$ cat config.mk
export PLATFORM = sky130hd
export DESIGN_NAME = array_packed_3d_serializer_flat
export DESIGN_NICKNAME = d
export VERILOG_FILES = /design/src/rtl/array_packed_3d_serializer_if.sv /design/src/rtl/array_packed_3d_serializer.sv /design/src/flat_wrapper.sv
export SDC_FILE = /design/constraint.sdc
export NUM_CORES = 1
export LEC_CHECK = 0
export BUFFER_PORTS_ARGS = -buffer_cell sky130_fd_sc_hd__buf_4
export CAP_MARGIN = 20
export CELL_PAD_IN_SITES_DETAIL_PLACEMENT = 0
export CELL_PAD_IN_SITES_GLOBAL_PLACEMENT = 1
export CORE_ASPECT_RATIO = 0.7
export CORE_UTILIZATION = 44
export CTS_CLUSTER_SIZE = 25
export DETAILED_ROUTE_END_ITERATION = 7
export PLACE_DENSITY_LB_ADDON = 0.1
export SYNTH_ARGS = -nofsm -noshare
export SYNTH_HDL_FRONTEND = slang
export SYNTH_SLANG_ARGS = --single-unit
$ cat constraint.sdc
create_clock -name clk -period 3.9 [get_ports clk]
set_input_delay 0.39 -clock clk [delete_from_list [all_inputs] [get_ports clk]]
set_output_delay 0.39 -clock clk [all_outputs]
set_load 0.05 [all_outputs]
$ cat src/rtl/array_packed_3d_serializer_if.sv
// Stream bundle for array_packed_3d_serializer: array-wide input side and
// element-wide output side. The master modport is the producer/sink
// environment; the slave modport is the serializer itself.
interface array_packed_3d_serializer_if #(
  parameter int unsigned N1 = 4,
  parameter int unsigned N2 = 3,
  parameter int unsigned N3 = 2,
  parameter int unsigned DW = 8
) ();
  localparam int unsigned IW1 = (N1 > 1) ? $clog2(N1) : 1;
  localparam int unsigned IW2 = (N2 > 1) ? $clog2(N2) : 1;
  localparam int unsigned IW3 = (N3 > 1) ? $clog2(N3) : 1;
  localparam int unsigned Width = N1 * N2 * N3 * DW;

  // Array input side
  logic             in_valid;
  logic             in_ready;
  logic [Width-1:0] in_data;

  // Element output side
  logic             out_valid;
  logic             out_ready;
  logic [DW-1:0]    out_data;
  logic [IW1-1:0]   out_i;
  logic [IW2-1:0]   out_j;
  logic [IW3-1:0]   out_k;
  logic             out_last;

  modport master (
    output in_valid,
    output in_data,
    output out_ready,
    input  in_ready,
    input  out_valid,
    input  out_data,
    input  out_i,
    input  out_j,
    input  out_k,
    input  out_last
  );

  modport slave (
    input  in_valid,
    input  in_data,
    input  out_ready,
    output in_ready,
    output out_valid,
    output out_data,
    output out_i,
    output out_j,
    output out_k,
    output out_last
  );
endinterface

$ cat src/rtl/array_packed_3d_serializer.sv
// Captures a packed [N1][N2][N3][DW] array on a valid/ready handshake and
// replays it one element per beat, i outermost and k innermost, tagging each
// beat with its (i,j,k) index. All outputs decode from registers only.
module array_packed_3d_serializer #(
  parameter int unsigned N1 = 4,
  parameter int unsigned N2 = 3,
  parameter int unsigned N3 = 2,
  parameter int unsigned DW = 8
) (
  input  logic                          clk,
  input  logic                          rst_n,
  array_packed_3d_serializer_if.slave   bus,
  output logic                          busy
);
  localparam int unsigned IW1   = (N1 > 1) ? $clog2(N1) : 1;
  localparam int unsigned IW2   = (N2 > 1) ? $clog2(N2) : 1;
  localparam int unsigned IW3   = (N3 > 1) ? $clog2(N3) : 1;
  localparam int unsigned Width = N1 * N2 * N3 * DW;

  localparam logic [IW1-1:0] IMax = IW1'(N1 - 1);
  localparam logic [IW2-1:0] JMax = IW2'(N2 - 1);
  localparam logic [IW3-1:0] KMax = IW3'(N3 - 1);

  typedef enum logic [0:0] {
    StIdle = 1'b0,
    StSend = 1'b1
  } state_e;

  state_e           state_q, state_d;
  logic [Width-1:0] shadow_q, shadow_d;
  logic [IW1-1:0]   i_q, i_d;
  logic [IW2-1:0]   j_q, j_d;
  logic [IW3-1:0]   k_q, k_d;

  logic             sending;
  logic             at_last;
  logic [31:0]      flat_idx;
  logic [Width-1:0] shadow_shifted;

  assign sending = (state_q == StSend);
  assign at_last = (i_q == IMax) && (j_q == JMax) && (k_q == KMax);

  // Element select: flat position of [i][j][k] in the captured array.
  always_comb begin
    flat_idx       = (32'(i_q) * N2 + 32'(j_q)) * N3 + 32'(k_q);
    shadow_shifted = shadow_q >> (flat_idx * DW);
  end

  // State, shadow array and index registers.
  always_ff @(posedge clk or negedge rst_n) begin
    if (!rst_n) begin
      state_q  <= StIdle;
      shadow_q <= '0;
      i_q      <= '0;
      j_q      <= '0;
      k_q      <= '0;
    end else begin
      state_q  <= state_d;
      shadow_q <= shadow_d;
      i_q      <= i_d;
      j_q      <= j_d;
      k_q      <= k_d;
    end
  end

  // Next state: capture on input handshake, k-fastest index walk on each
  // accepted beat, with carries rippling outward through wrapped indices.
  always_comb begin
    state_d  = state_q;
    shadow_d = shadow_q;
    i_d      = i_q;
    j_d      = j_q;
    k_d      = k_q;

    unique case (state_q)
      StIdle: begin
        // in_ready is constantly high here, so in_valid alone completes it.
        if (bus.in_valid) begin
          shadow_d = bus.in_data;
          i_d      = '0;
          j_d      = '0;
          k_d      = '0;
          state_d  = StSend;
        end
      end

      StSend: begin
        if (bus.out_ready) begin
          if (at_last) begin
            i_d     = '0;
            j_d     = '0;
            k_d     = '0;
            state_d = StIdle;
          end else if (k_q != KMax) begin
            k_d = k_q + 1'b1;
          end else begin
            k_d = '0;
            if (j_q != JMax) begin
              j_d = j_q + 1'b1;
            end else begin
              j_d = '0;
              i_d = i_q + 1'b1;
            end
          end
        end
      end

      default: state_d = StIdle;
    endcase
  end

  // Outputs: pure decode of registered state; data forced to zero when idle.
  always_comb begin
    bus.in_ready  = !sending;
    bus.out_valid = sending;
    bus.out_data  = sending ? shadow_shifted[DW-1:0] : '0;
    bus.out_i     = i_q;
    bus.out_j     = j_q;
    bus.out_k     = k_q;
    bus.out_last  = sending && at_last;
    busy          = sending;
  end

endmodule

$ cat src/flat_wrapper.sv
// flat-port wrapper written by rule: the top's interface ports become plain ports
module array_packed_3d_serializer_flat 
#(
  parameter int unsigned N1 = 4,
  parameter int unsigned N2 = 3,
  parameter int unsigned N3 = 2,
  parameter int unsigned DW = 8
)
  (clk, rst_n, busy, bus_in_valid, bus_in_data, bus_out_ready, bus_in_ready, bus_out_valid, bus_out_data, bus_out_i, bus_out_j, bus_out_k, bus_out_last);
  array_packed_3d_serializer_if #(.N1(N1), .N2(N2), .N3(N3), .DW(DW)) bus_i ();
  input  logic clk;
  input  logic rst_n;
  output logic busy;
  input wire logic [$bits(bus_i.in_valid)-1:0] bus_in_valid;
  input wire logic [$bits(bus_i.in_data)-1:0] bus_in_data;
  input wire logic [$bits(bus_i.out_ready)-1:0] bus_out_ready;
  output wire logic [$bits(bus_i.in_ready)-1:0] bus_in_ready;
  output wire logic [$bits(bus_i.out_valid)-1:0] bus_out_valid;
  output wire logic [$bits(bus_i.out_data)-1:0] bus_out_data;
  output wire logic [$bits(bus_i.out_i)-1:0] bus_out_i;
  output wire logic [$bits(bus_i.out_j)-1:0] bus_out_j;
  output wire logic [$bits(bus_i.out_k)-1:0] bus_out_k;
  output wire logic [$bits(bus_i.out_last)-1:0] bus_out_last;
  assign bus_i.in_valid = bus_in_valid;
  assign bus_i.in_data = bus_in_data;
  assign bus_i.out_ready = bus_out_ready;
  assign bus_in_ready = bus_i.in_ready;
  assign bus_out_valid = bus_i.out_valid;
  assign bus_out_data = bus_i.out_data;
  assign bus_out_i = bus_i.out_i;
  assign bus_out_j = bus_i.out_j;
  assign bus_out_k = bus_i.out_k;
  assign bus_out_last = bus_i.out_last;
  array_packed_3d_serializer #(.N1(N1), .N2(N2), .N3(N3), .DW(DW)) u_core (.clk(clk), .rst_n(rst_n), .bus(bus_i), .busy(busy));
endmodule
== After elaboration in Yosys (flattened, before gate mapping) ==
Cells that the tools add are included.

* Register bits after elaboration: 198
* Bits in latches: 0
* Bits in writable memories: 0
* Bits in read-only memories: 0
* Bits of input ports: 196
* Word-level logic and storage cells: 49
* Memories: 0

* Add/subtract/negate cells: 5
* $mul: 1
* Div/mod/pow operators: 0
* $lt $le $gt $ge: 0
* Equal/unequal tests: 7
* Shift operators: 1
* Muxes and demuxes: 21
* Bitwise operators: 1
* Reductions and logical operators: 8

{| class="wikitable"
|+ Operator list
! cell !! number
|-
| >> shifter 192 x 32 -> 8 bit || 1
|-
| adder 29 x 1 -> 29 bit || 1
|-
| 2-to-1 mux 2 bit || 9
|-
| 2-to-1 mux 8 bit || 1
|-
| one-hot mux 2 bit (2 select lines) || 2
|-
| 2-to-1 mux 1 bit || 7
|-
| inequality test 2 bit, second input constant || 3
|-
| inequality test 3 bit, second input constant || 2
|-
| adder 4 x 2 -> 5 bit || 1
|-
| adder 2 x 1 -> 2 bit, second input constant || 2
|-
| equality test 2 bit, second input constant || 2
|-
| multiplier 2 x 2 -> 4 bit, second input constant || 1
|-
| one-hot mux 1 bit (2 select lines) || 2
|-
| AND reduction 2 bit || 2
|-
| AND reduction 4 bit || 1
|-
| logical AND 1 bit || 3
|-
| AND reduction 3 bit || 1
|-
| adder 1 bit, second input constant || 1
|-
| zero test 1 bit || 1
|-
| NOT 1 bit || 1
|}

== Longest topological paths before layout ==
Gate-level depths: netlist of run 1.

* Depth after elaboration: 6
* Mapped depth: 10
* Depth with buffers taken out: 9

== Worst setup path after synthesis of run 1 ==
OpenSTA, ideal clock, no wires.

* Path kind: register to output
* Start: register u_core.j_q[1] (netlist: u_core.bus.out_j[1])
* End: output port bus_out_data[6]
* Data arrival time: 4917 ps
* Setup slack: -1407 ps
* Stages on the path, launching flop included: 11
* Path buffers: 1
* Cell sequence: dfrtp_1 > inv_1 > fa_1 > inv_1 > ha_1 > inv_1 > fa_1 > clkbuf_1 > nand2_1 > a311oi_1 > a2111oi_0

* Longest elaborated chain between the ends: 4

{| class="wikitable"
|+ RTL lines
! what !! line !! RTL
|-
| start, declared || array_packed_3d_serializer.sv:32 || <nowiki>logic [IW2-1:0] j_q, j_d;</nowiki>
|-
| start signal, assigned || array_packed_3d_serializer.sv:61 || <nowiki>j_q <= j_d;</nowiki>
|-
| adder 4 x 2 -> 5 bit || array_packed_3d_serializer.sv:45 || <nowiki>flat_idx = (32'(i_q) * N2 + 32'(j_q)) * N3 + 32'(k_q);</nowiki>
|-
| adder 29 x 1 -> 29 bit || array_packed_3d_serializer.sv:45 ||
|-
| >> shifter 192 x 32 -> 8 bit || array_packed_3d_serializer.sv:46 || <nowiki>shadow_shifted = shadow_q >> (flat_idx * DW);</nowiki>
|-
| 2-to-1 mux 8 bit || array_packed_3d_serializer.sv:116 || <nowiki>bus.out_data = sending ? shadow_shifted[DW-1:0] : '0;</nowiki>
|-
| end, declared || flat_wrapper.sv:19 || <nowiki>output wire logic [$bits(bus_i.out_data)-1:0] bus_out_data;</nowiki>
|}

No other way between the ends.

== Worst setup path after layout of run 1 ==
* Start: register u_core.j_q[0] (netlist: u_core.bus.out_j[0])
* End: output port bus_out_data[7]

Same word-level chain as after synthesis.

==> qor.yml, run 1 <==
outcome:
  outcome: "complete, no violations"
floorplanning:
  rows: 43
  floorplan.io_pins: 213
  core_sq_um: 20100
  fp.dieArea_sq_um: 21500
  die_width_microns: 175
  floorplan.initialDensity_pct: 45.6
  floorplan.die.height_microns: 123
setup_path:
  crit_type: "reg2out"
  worstReg2RegStart: "u_core.bus.out_valid$_DFF_PN0_"
  worst_setup_path_start_kind: "register"
  timing.critical_path.cells: "ha_2 -> buf_4 -> mux4_1 -> mux2_2 -> a21oi_1 -> nor4_4 -> buf_4"
  highest_fanout_seen_on_the_critical_path: 19
  cp.depth: 7
  cpMaxStageDelayCell: "sky130_fd_sc_hd__ha_2"
  critical_path_buf_inv_count: 2
  crit_start: "u_core.bus.out_j[0]$_DFFE_PN0P_"
  r2r.worst_path.cells: 4
  setup.worst_path.end_class: "primary output"
  path_delay_family: "multiplexers"
  cp_data_arrival_time_ps: 3360
  crit_path_frequent_cell: "sky130_fd_sc_hd__buf_4"
  critPathRequiredTime_ps: 3510
  max_stage_delay_ps: 740
power:
  ir_worst_vdd_uv: 612
  p_comb_share_pct: 53.4
  cellPowerDensity_nw_per_um2: 991
  seqPwrFrac_pct: 31.6
  total_leakage_power_nw: 5.29
  internal_power_mw: 7.04
  switchingPower_mw: 4.58
  power.clock.fraction_pct: 15.0
  power.switching_fraction_pct: 39.4
synth:
  yosys_warnings: 0
  most_common_cell_in_the_netlist: "sky130_fd_sc_hd__mux2_2"
  syn-instance-count: 585
  portion_of_the_post_synthesis_area_used_by_sequential_elements_pct: 54.0
  async_reset_ff_share_pct: 100
  synth.avg_cell_area_sq_um: 15.7
  syn_area_sq_um: 9180
  synth-seq-cells: 198
  synth_enable_flop_cells: 0
  synth_top_area_share_pct: 54.0
  synth.top_cells.by_count: "201 x sky130_fd_sc_hd__mux2_2, 198 x sky130_fd_sc_hd__dfrtp_1, 26 x sky130_fd_sc_hd__buf_2"
  synth_flop_cell: "sky130_fd_sc_hd__dfrtp_1"
  post-synth-top-area-cell: "sky130_fd_sc_hd__dfrtp_1"
  synthesis.nets: 786
  synthDistinctLibCells: 37
  synthTopCellsByArea: "sky130_fd_sc_hd__dfrtp_1 54%, sky130_fd_sc_hd__mux2_2 25%, sky130_fd_sc_hd__mux4_2 6.1%"
timing:
  fin_crit_ps: 3750
  worst_slew_pin_slew_ps: 974
  min_period_over_period_pct: 96.3
  final_worst_setup_slack_ps: 146
  max_transition_viols_final: 0
  fin_clk_skew_ps: 7.31
  finalHoldViolations: 0
  rsz0062_at_grt: "false"
  timing.hold.ws_ps: 98.4
  timing.max_slew.rel_slack_pct: 35.1
  final_number_of_setup_violating_endpoints: 0
  maxClockFrequency_ghz: 0.266
cts:
  cts_inserted_buffers: 17
  clock_sinks: 198
  cts_hold_buffers_added: 0
  cts-root-to-sink-buffers: 2
  latest_clock_arrival_within_the_worst_skew_pair_ps: 440
  cts_root_buf: "sky130_fd_sc_hd__clkbuf_16"
  htree_levels: 4
  clkTransAtPathRegs_ps: 70
  cts_tree: "yes"
finish:
  final_instance_count_excl_fillers: 1072
  layout.nets: 990
  layout-area-overhead-vs-synth_pct: 27.7
  final_non_filler_cell_area_sq_um: 11700
  antennaDiodeCount: 0
  final_core_util_pct: 58.3
  post_route_cells_drive_above_1_share_pct: 63.0
route:
  firstDrtPassIters: 4
  post-route-drc-count: 0
  via_per_inst: 5.36
  routed_wire_length_per_instance_microns: 20.9
  detail_route.wirelength_microns: 22400
  ant_nets: 0
  drtIter0Drc: 371
  dr_total_vias: 5744
global_routing:
  grt_antenna_before_repair: 1
  grt_first_pass_wirelength_microns: 35100
  grt_max_degree: 118
  first_global_vias: 6212
  grtUsageTotal_pct: 22.0
  global_route.overflow_total: 0
placed_design:
  placedCellCount: 1040
  dp_hpwl_microns: 16300
  placement.cell_area_sq_um: 11100
  io_buffers: 212
  routabilityCongestion: 0.786
  dp_slack_ps: 392
worst_hold_path:
  timing.hold.worst.class: "in2async"
job:
  max_cap_violations: 0
[cell type report]
cell class              instances  area [sq um]
fillers                      1672          8400
flip-flops and latches        198          4960
multi-input cells             335          4070
repair buffers                229          1750
clock buffers                  21           470
well taps                     270           338
clock inverters                11           113
inverters                       8          30.0
[cells by family (layout without fill, tap and decap cells)]
| kind of cell | after synthesis | in the layout | share of synthesized area, % |
|---|---|---|---|
| mux | 255 | 255 | 36.8 |
| flops | 198 | 198 | 54.0 |
| buf+inv | 52 | 269 | 3.32 |
| compound gates | 42 | 42 | 2.96 |
| simple gates | 33 | 33 | 2.14 |
| fa+ha+maj | 5 | 5 | 0.845 |
[power by group through the flow]
stage                     registers [mW]  clock network, mW  logic, mW
after detailed placement            3.70                  0       6.17
final                               3.67               1.75       6.20
after global routing                3.80               1.87       6.62
after CTS                           3.67               1.78       6.26
after global placement              3.66                  0       6.03
after floorplan                     3.51                  0       4.50
[layer usage]
layer	GRT usage (%)	wire [microns]
met3	6.04	1250
met5	0	17
met2	33.1	10200
met4	6.47	358
met1	31.3	10600
[state kept, by name (all words and copies together) (netlist names)]
name                  count
u_core.shadow_q         192
u_core.bus.out_i          2
u_core.bus.out_j          2
u_core.bus.out_k          1
u_core.bus.out_valid      1
[metrics by stage]
step	power, mW	setup TNS (ps)
finish	11.6	0
global route	12.3	0
CTS	11.7	0
detailed placement	9.87	0
global placement	9.69	0
floorplan	8.01	-77.3
[final timing paths]
kind / end / slack (ps)
hold reg to reg: u_core.shadow_q[85]$_DFFE_PN0P_ / 500
min in group clk: u_core.bus.out_j[0]$_DFFE_PN0P_ / 150
setup reg to reg: u_core.shadow_q[9]$_DFFE_PN0P_ / 1600
hold / removal: u_core.shadow_q[151]$_DFFE_PN0P_ / 100
max in group asynchronous: u_core.shadow_q[86]$_DFFE_PN0P_ / 2770
setup / recovery: bus_out_data[7] / 150
[cell usage in the layout, fill, tap and decap left out, types with 2 or more instances in the layout]
cell type,Yosys,routed
sky130_fd_sc_hd__clkbuf_8,0,4
sky130_fd_sc_hd__clkinv_2,0,2
sky130_fd_sc_hd__nor4_4,0,6
sky130_fd_sc_hd__a21oi_1,12,12
sky130_fd_sc_hd__a31oi_1,2,2
sky130_fd_sc_hd__o21ai_0,2,2
sky130_fd_sc_hd__clkbuf_16,0,17
sky130_fd_sc_hd__nor2b_1,10,9
sky130_fd_sc_hd__mux2i_1,13,13
sky130_fd_sc_hd__fa_1,2,2
sky130_fd_sc_hd__mux2_2,201,201
sky130_fd_sc_hd__inv_8,0,2
sky130_fd_sc_hd__mux4_1,16,16
sky130_fd_sc_hd__mux4_2,25,25
sky130_fd_sc_hd__a211oi_1,15,10
sky130_fd_sc_hd__nor2_1,2,2
sky130_fd_sc_hd__a211oi_2,0,5
sky130_fd_sc_hd__dfrtp_1,198,197
sky130_fd_sc_hd__buf_12,2,2
sky130_fd_sc_hd__nand2_1,5,5
sky130_fd_sc_hd__inv_6,0,3
sky130_fd_sc_hd__o22ai_1,8,8
sky130_fd_sc_hd__inv_1,8,8
sky130_fd_sc_hd__buf_4,3,226
sky130_fd_sc_hd__clkinvlp_4,0,2
[repair_timing]
action                                  4_1_cts  5_1_grt
buffers inserted                              0        0
gates resized for setup                       5        1
endpoints found under the setup margin        4        6
pin swaps                                     0        0
Note: power is estimated with default switching activity, not from simulation.
==> inputs of run 2 (changes only) <==
--- a/config.mk
+++ b/config.mk
@@ -13,6 +13,7 @@
 export CORE_UTILIZATION = 44
 export CTS_CLUSTER_SIZE = 25
 export DETAILED_ROUTE_END_ITERATION = 7
+export GPL_TIMING_DRIVEN = 0
 export PLACE_DENSITY_LB_ADDON = 0.1
 export SYNTH_ARGS = -nofsm -noshare
 export SYNTH_HDL_FRONTEND = slang
==> qor.yml, run 2 (synthesized netlist as in run 1, its figures left out) <==
outcome:
  outcome: "complete, no violations"
setup_path:
  timing.reg2reg.setup_slack_ps: 1640
  worst_setup_path_start_kind: "register"
  path_delay_family: "buffers and inverters"
  setup.worst_path.end_class: "primary output"
  r2r.worst_path.cells: 5
  crit_type: "reg2out"
  max_stage_delay_ps: 530
  reg_to_reg_critical_path_endpoint: "u_core.shadow_q[61]$_DFFE_PN0P_"
  critPathRequiredTime_ps: 3510
  cpMaxStageDelayCell: "sky130_fd_sc_hd__fa_1"
  crit_path_frequent_cell: "sky130_fd_sc_hd__inv_1"
  worstReg2RegStart: "u_core.bus.out_valid$_DFF_PN0_"
  cp_data_arrival_time_ps: 3330
  critical_path_buf_inv_count: 5
  highest_fanout_seen_on_the_critical_path: 10
  timing.critical_path.cells: "inv_1 -> fa_1 -> inv_1 -> ha_1 -> buf_2 -> buf_6 -> mux4_1 -> mux2_2 -> a21oi_2 -> nor4_4 -> buf_4"
floorplanning:
  floorplan.initialDensity_pct: 45.6
  rows: 43
  fp.dieArea_sq_um: 21500
  floorplan.io_pins: 213
  floorplan.die.height_microns: 123
  die_width_microns: 175
  core_sq_um: 20100
finish:
  layout.cells.most_common_list: "214 x sky130_fd_sc_hd__buf_4, 201 x sky130_fd_sc_hd__mux2_2, 197 x sky130_fd_sc_hd__dfrtp_1"
  post_route_cells_drive_above_1_share_pct: 64.0
  layout-area-overhead-vs-synth_pct: 29.7
  antennaDiodeCount: 0
  multi_input_area_sq_um: 4080
  final_non_filler_cell_area_sq_um: 11900
  layout.nets: 1018
  layout.cells.most_common: "sky130_fd_sc_hd__buf_4"
  layout.area.seq_sq_um: 4960
  registers.top_by_ff_count: "u_core.shadow_q"
  largest_register_ff_count: 192
  final.fill_count: 1656
  final_instance_count_excl_fillers: 1100
timing:
  maxClockFrequency_ghz: 0.269
  final_number_of_setup_violating_endpoints: 0
  finalHoldViolations: 0
  fin_crit_ps: 3720
  fin_clk_skew_ps: 13.1
  worst_slew_pin_slew_ps: 929
  final_worst_setup_slack_ps: 183
  rsz0062_at_grt: "false"
  min_period_over_period_pct: 95.3
  finalSetupTns_ps: 0
  timing.max_slew.rel_slack_pct: 38.1
  max_transition_viols_final: 0
route:
  ant_nets: 0
  firstDrtPassIters: 4
  dr_total_vias: 5906
  via_per_inst: 5.37
  drtIter0Drc: 384
  detail_route.wirelength_microns: 24400
  post-route-drc-count: 0
  routed_wire_length_per_instance_microns: 22.1
global_routing:
  first_global_vias: 6418
  grt_first_pass_wirelength_microns: 37200
  grt_antenna_before_repair: 0
  global_route.overflow_total: 0
  grt_max_degree: 104
  grtUsageTotal_pct: 23.7
placed_design:
  routabilityCongestion: 0.818
  dp_hpwl_microns: 18100
  placedCellCount: 1068
  dp_slack_ps: 296
  io_buffers: 212
  placement.cell_area_sq_um: 11200
cts:
  latest_clock_arrival_within_the_worst_skew_pair_ps: 440
  post-cts-setup-buffers: 0
  cts_tree: "yes"
  clkTransAtPathRegs_ps: 80
  clock_sinks: 198
  htree_levels: 4
  cts_inserted_buffers: 17
  cts_root_buf: "sky130_fd_sc_hd__clkbuf_16"
  cts-root-to-sink-buffers: 2
worst_hold_path:
  hold_path_depth: 2
  timing.hold.worst.class: "in2reg"
  beginning_of_the_worst_hold_path: "bus_in_valid"
  hold_end: "u_core.bus.out_j[0]$_DFFE_PN0P_"
job:
  max_cap_violations: 0
power:
  cellPowerDensity_nw_per_um2: 1000
  ir_worst_vdd_uv: 778
  total_leakage_power_nw: 5.42
  power.total_mw: 11.9
## run 2: power breakdown
group	internal, mW	total [mW]	switching, mW
combinational	3.07	6.56	3.49
clock	0.924	1.77	0.842
sequential	3.07	3.59	0.517
total	7.07	11.9	4.85
## run 2: stage by stage
| step | hold WS (ps) | utilization, % |
|---|---|---|
| 2_1_floorplan | 94.4 | - |
| 3_3_place_gp | 481 | 55.7 |
| 3_5_place_dp | 468 | 55.9 |
| 4_1_cts | 124 | 59.0 |
| 5_1_grt | 129 | 59.2 |
| 6_report | 139 | 59.2 |
## run 2: worst max path at each step
stage,start,endpoint,slack [ps],depth (start not counted)
6_report,u_core.bus.out_j[1]$_DFFE_PN0P_,bus_out_data[2],180,11
5_1_grt,u_core.bus.out_j[1]$_DFFE_PN0P_,bus_out_data[3],20,11
4_1_cts,u_core.bus.out_i[0]$_DFFE_PN0P_,bus_out_data[1],3,11
3_5_place_dp,u_core.bus.out_i[0]$_DFFE_PN0P_,bus_out_data[4],300,11
3_3_place_gp,u_core.bus.out_j[1]$_DFFE_PN0P_,bus_out_data[4],300,11
2_1_floorplan,u_core.bus.out_j[1]$_DFFE_PN0P_,bus_out_data[6],-80,10
## run 2: routing by layer
metal | global-route usage, % | wire, microns
met1 | 33.2 | 11300
met2 | 37.0 | 11400
met3 | 5.98 | 1410
met4 | 6.63 | 281
met5 | 0 | 0
## run 2: worst reg2reg max path: stages (launching register included)
cell                       delay [ps]
sky130_fd_sc_hd__dfrtp_1          410
sky130_fd_sc_hd__clkbuf_1         210
sky130_fd_sc_hd__nor2b_1          260
sky130_fd_sc_hd__clkbuf_1         450
sky130_fd_sc_hd__buf_2            430
sky130_fd_sc_hd__mux2_2           390
## run 2: final cells by class
| type | instances | area share [%] |
|---|---|---|
| flip-flops and latches | 198 | 41.6 |
| multi-input cells | 335 | 34.3 |
| repair buffers | 214 | 13.7 |
| clock buffers | 20 | 3.75 |
| well taps | 270 | 2.84 |
| plain buffers | 43 | 2.41 |
| clock inverters | 12 | 1.12 |
| inverters | 8 | 0.252 |
## run 2: repair_timing
action	4_1_cts	5_1_grt
resized for setup	13	8
pin swaps	0	1
hold buffers	1	0
endpoints found under the hold margin	8	0
endpoints found under the setup margin	6	7
